## src/rtl/riscm_ctrl_pkg.sv

```systemverilog
// riscm_ctrl_pkg: shared state/class encodings and opcode constants for the instruction sequencer
package riscm_ctrl_pkg;
    typedef enum logic [2:0] {
        IDLE     = 3'd0,
        DECODE   = 3'd1,
        EXEC     = 3'd2,
        MEM_WAIT = 3'd3,
        WB       = 3'd4,
        ERR      = 3'd5
    } state_t;
    typedef enum logic [1:0] {
        CLS_ALU,
        CLS_MEM,
        CLS_BR
    } cls_t;
    localparam logic [2:0] OP_LOAD  = 3'b011;
    localparam logic [2:0] OP_STORE = 3'b110;
endpackage

```

## src/rtl/instr_sequencer_opcode_classifier.sv

```systemverilog
// opcode_classifier: maps a 3-bit opcode to its execution class and store flag
module opcode_classifier
    import riscm_ctrl_pkg::*;
(
    input  logic [2:0] i_op,
    output cls_t       o_cls,
    output logic       o_is_store
);
    // memory opcodes first, then the three branch encodings; everything else is ALU
    always_comb begin
        o_cls      = (i_op == OP_LOAD || i_op == OP_STORE) ? CLS_MEM :
                     (i_op == 3'b000 || i_op == 3'b100 || i_op == 3'b111) ? CLS_BR : CLS_ALU;
        o_is_store = i_op == OP_STORE;
    end
endmodule

```

## src/rtl/instr_sequencer.sv

```systemverilog
// instr_sequencer: multi-cycle control FSM sequencing ALU, memory, write-back and PC update
module instr_sequencer
    import riscm_ctrl_pkg::*;
#(
    parameter int MEM_TIMEOUT = 16,
    parameter int CNT_W       = 16
) (
    input  logic             i_clk,
    input  logic             i_rst_n,
    input  logic             i_instr_valid,
    output logic             o_instr_ready,
    input  logic [15:0]      i_instr,
    input  logic             i_branch_taken,
    input  logic             i_mem_done,
    input  logic             i_err_clr,
    output logic             o_alu_en,
    output logic             o_branch_en,
    output logic             o_mem_req,
    output logic             o_mem_we,
    output logic             o_reg_we,
    output logic             o_pc_inc,
    output logic             o_pc_load,
    output logic [15:0]      o_ir,
    output logic             o_busy,
    output logic             o_err,
    output logic [CNT_W-1:0] o_instr_count
);
    localparam int TW = $clog2(MEM_TIMEOUT) + 1;
    state_t           r_state;
    state_t           w_next;
    logic [15:0]      r_ir;
    logic [TW-1:0]    r_timer;
    logic [CNT_W-1:0] r_count;
    logic             r_taken;
    logic             r_st_done;
    cls_t             w_cls;
    logic             w_is_store;
    logic             w_timeout;
    logic             w_retire;

    opcode_classifier u_cls (
        .i_op       (r_ir[15:13]),
        .o_cls      (w_cls),
        .o_is_store (w_is_store)
    );

    assign w_timeout = r_timer == TW'(MEM_TIMEOUT - 1);
    assign w_retire  = (r_state == EXEC && w_cls == CLS_BR) || r_state == WB ||
                       (r_state == MEM_WAIT && i_mem_done && w_is_store);

    // state register
    always_ff @(posedge i_clk or negedge i_rst_n) begin
        if (!i_rst_n) r_state <= IDLE;
        else          r_state <= w_next;
    end

    // next-state logic; mem_done takes priority over the timeout in the same cycle
    always_comb begin
        w_next = r_state;
        case (r_state)
            IDLE:     w_next = i_instr_valid ? DECODE : IDLE;
            DECODE:   w_next = (w_cls == CLS_MEM) ? MEM_WAIT : EXEC;
            EXEC:     w_next = (w_cls == CLS_ALU) ? WB : IDLE;
            MEM_WAIT: w_next = i_mem_done ? (w_is_store ? IDLE : WB) : w_timeout ? ERR : MEM_WAIT;
            WB:       w_next = IDLE;
            ERR:      w_next = i_err_clr ? IDLE : ERR;
            default:  w_next = IDLE;
        endcase
    end

    // datapath registers: instruction latch, memory timer, retire counter and registered PC strobes
    // branch_taken is captured as EXEC is entered so pc_load/pc_inc come from flops during EXEC
    always_ff @(posedge i_clk or negedge i_rst_n) begin
        if (!i_rst_n) begin
            r_ir      <= '0;
            r_timer   <= '0;
            r_count   <= '0;
            r_taken   <= 1'b0;
            r_st_done <= 1'b0;
        end else begin
            r_ir      <= (r_state == IDLE && i_instr_valid) ? i_instr : r_ir;
            r_timer   <= (r_state == MEM_WAIT) ? r_timer + 1'b1 : '0;
            r_count   <= w_retire ? r_count + 1'b1 : r_count;
            r_taken   <= (r_state == DECODE) ? i_branch_taken : r_taken;
            r_st_done <= r_state == MEM_WAIT && i_mem_done && w_is_store;
        end
    end

    // outputs decoded from registered state only
    always_comb begin
        o_instr_ready = r_state == IDLE;
        o_busy        = r_state != IDLE;
        o_alu_en      = r_state == EXEC && w_cls == CLS_ALU;
        o_branch_en   = r_state == EXEC && w_cls == CLS_BR;
        o_mem_req     = r_state == MEM_WAIT;
        o_mem_we      = r_state == MEM_WAIT && w_is_store;
        o_reg_we      = r_state == WB;
        o_pc_load     = o_branch_en && r_taken;
        o_pc_inc      = r_state == WB || (o_branch_en && !r_taken) || r_st_done;
        o_err         = r_state == ERR;
        o_ir          = r_ir;
        o_instr_count = r_count;
    end
endmodule
```

## config.mk

```make
export PLATFORM = sky130hd
export DESIGN_NAME = instr_sequencer
export DESIGN_NICKNAME = d
export VERILOG_FILES = /design/src/rtl/riscm_ctrl_pkg.sv /design/src/rtl/instr_sequencer_opcode_classifier.sv /design/src/rtl/instr_sequencer.sv
export SDC_FILE = /design/constraint.sdc
export NUM_CORES = 1
export LEC_CHECK = 0
export BUFFER_PORTS_ARGS = -buffer_cell sky130_fd_sc_hd__buf_4
export CAP_MARGIN = 25
export CELL_PAD_IN_SITES_DETAIL_PLACEMENT = 1
export CELL_PAD_IN_SITES_GLOBAL_PLACEMENT = 2
export CORE_UTILIZATION = 29
export DETAILED_ROUTE_END_ITERATION = 12
export PLACE_DENSITY = 0.81
export REMOVE_ABC_BUFFERS = 1
export SYNTH_ARGS = -nofsm -noshare
export SYNTH_HDL_FRONTEND = slang
export SYNTH_SLANG_ARGS = --single-unit
```

## constraint.sdc

```tcl
create_clock -name i_clk -period 1.4 [get_ports i_clk]
set_input_delay 0.07 -clock i_clk [delete_from_list [all_inputs] [get_ports i_clk]]
set_output_delay 0.07 -clock i_clk [all_outputs]
set_load 0.05 [all_outputs]
```

==> metrics <==
status=finished, violations left; violated checks=negative setup slack; Residual DRC=0; CTS Buf Count=5; # fillers=between 700 and 800; IO Count=64; Worst Slack Setup Final=-0.225 ns; starting density of the core=between 30% and 40%; Area Overhead vs Synth=65.4%; number of diodes=0; Distinct cells, synth=35; initial antenna violation count=0; vias in the first global route=about 1,800; largest net degree at the start of global routing=43; crit path buf inv count=2; fin nets=approximately 310; cell row count=30; crit path launch type=flip-flop; share of the synthesized area in the top cell type=between 50% and 60%; DR WL/cell=roughly 15 microns; Syn Inst Count=about 160; TritonRoute pass-1 iters=3; final number of hold-violating endpoints=0; Util after Layout=about half; die area=about 7400 sq um; DP HPWL=between 3000 and 4000 microns; fin cells=approximately 380; Worst setup EP type=flip-flop; global route overflow=0; ys async rst share=100%; clock skew=around 0.008 ns; die width=about 86 microns; DR vias/cell=4.41; P per Cell Area=2320 nW/um^2; min-delay worst type=primary input to flip-flop; GRT Overall Usage=between 10% and 20%; Crit path largest cell delay=between 0.4 and 0.5 ns; synthesized area per cell=about 13 sq um; Setup Slack @ Placement=-0.378 ns; Tmin final=roughly 1.6 ns; reg2reg path depth=5; sequential standard cell area=1050 sq um; delay-heaviest family, CP=flip-flops; Hold Slack=between 0.008 and 0.009 ns; Leak Pwr=approximately 1.5 nW; worst skew pair latency=0.30 ns; Vias=roughly 1,700; Post-synth EDFFs=0; WL final=approximately 5500 microns; ranking of synthesized cells by area=dfrtp_1 51%, mux2_2 9.9%, xor2_1 5.5%; post-synthesis cell area=approximately 2100 sq um; ANT nets after route=0; Clock Tree Root=clkbuf_8; Die H=~86 microns; Synth area leader=dfrtp_1; cell total after placement=~350; crit-path cells=buf_4 -> nor3_2 -> and2_4 -> buf_12 -> mux2_2; f_max=approximately 0.62 GHz; fraction of layout cells with a size suffix above 1=61.4%; commonest non-fill, non-tap cells in the layout=84 x buf_4, 39 x dfrtp_1, 17 x mux2_2, 17 x buf_6, 13 x xor2_1; core area=slightly below 7000 sq um; first-pass GRT wire length=8910 microns; Slew Viols, Final=0; Max Buffers Root-to-Sink=2; CP Depth=5; port buffer count=63; clk sinks=42; Final setup viols=just over 40; Placer Congestion=0.797; RSZ-0062 raised after global routing=true; Hold Path Depth=2; CTS tree=built; fin crit share=116%; Slowest-stage cell, CP=dfrtp_2; Max-slew headroom=between 60% and 70%; Tightest Pin Transition=0.549 ns; commonest non-fill, non-tap cell in the layout=buf_4; Worst EP required=between 1.5 and 2 ns; peak supply drop=around 1100 uV; Synth Warn #=0; sequential area share after synthesis=51.2%; crit path DAT=between 1.5 and 2 ns; clock slew at reported path FFs=approximately 0.080 ns; footprint of the multi-input gates=1080 sq um; Initial DRC Count=71; synthesis-stage register bit count=between 40 and 50; dominant synthesized flop cell=dfrtp_1; htree depth=2; Setup CP Type=flip-flop to flip-flop; Worst Path Max Fanout=16; Fin Setup TNS=-7.00 ns; Max Cap Violations=0
==> synth_stat cells (all sizes together), types with 3 or more instances <==
cell type,instances
nor3b,3
nand4,3
and3,3
dfrtp,42
xnor2,5
ha,3
buf,4
inv,9
and2,3
nor2,13
a211oi,8
a2111oi,3
nand2,7
xor2,13
nand3,5
mux2,18
==> sequential cells by signal, indices dropped and copies added, names as in the netlist <==
register       cells
r_taken            1
r_state            3
o_ir              16
r_timer            5
r_st_done          1
o_instr_count     16
==> worst reg2reg max path, stage by stage (launching register included) <==
cell	delay, ns
dfrtp_2	0.46
buf_4	0.16
nor3_2	0.20
and2_4	0.20
buf_12	0.15
mux2_2	0.35
==> per-layer routing <==
| layer | vias up | part of all wire, % | track usage [%] |
|---|---|---|---|
| met1 | 824 | 44 | 20.4 |
| met2 | 29 | 52 | 26.3 |
| met4 | 0 | 1.3 | 5.45 |
| li1 | 799 | - | - |
| met5 | - | 0 | 0 |
| met3 | 6 | 3.0 | 3.08 |
==> timing repair <==
item                       4_1_cts  5_1_grt
buffers inserted                11        5
setup endpoints to repair       46       46
resized for setup               45       23
cloned                           1        0
hold buffers                     7        0
hold endpoints to repair        48        0
pin swaps                       13       11
==> final timing paths <==
kind                                                    start                             to  slack (ns)
worst min register to register  o_instr_count[15]$_DFFE_PN0P_  o_instr_count[15]$_DFFE_PN0P_        0.49
max in group asynchronous                             i_rst_n           r_state[2]$_DFF_PN0_        0.70
worst max-delay path                     r_state[1]$_DFF_PN0_            o_ir[6]$_DFFE_PN0N_       -0.23
worst min-delay path                              i_instr[12]           o_ir[12]$_DFFE_PN0N_       0.009
min in group asynchronous                             i_rst_n           r_timer[1]$_DFF_PN0_        0.30
worst max register to register           r_state[1]$_DFF_PN0_            o_ir[6]$_DFFE_PN0N_       -0.23
==> through the flow <==
stage          area (sq um)  power (mW)
6_report               3400        7.88
5_1_grt                3400        8.26
4_1_cts                3280        7.71
3_5_place_dp           2860        6.33
3_3_place_gp           2860        6.25
2_1_floorplan          2010        4.68
==> power by group <==
part / leakage [nW] / switching, mW / total [mW] / internal (mW)
clock network: 0.0383 / 0.424 / 0.768 / 0.344
registers: 0.489 / 0.344 / 1.98 / 1.64
logic: 0.949 / 2.99 / 5.13 / 2.14
==> final cells by class <==
cell class                 instances  area share [%]
multi-input combinational        106            31.9
sequential                        42            31.0
timing repair buffer             116            30.2
tap                               96            3.54
clock buffer                       7            2.25
inverter                           9            1.07
==> cells by family after synthesis <==
| logic type | count (synthesis) | share of synthesized area (%) |
|---|---|---|
| mux | 18 | 9.87 |
| simple gates | 47 | 13.6 |
| compound gates | 19 | 12.1 |
| fa+ha+maj | 3 | 1.83 |
| flops | 42 | 51.2 |
| xor+xnor | 18 | 7.68 |
| buf+inv | 14 | 3.72 |
Power figures use the tool's default switching activity.
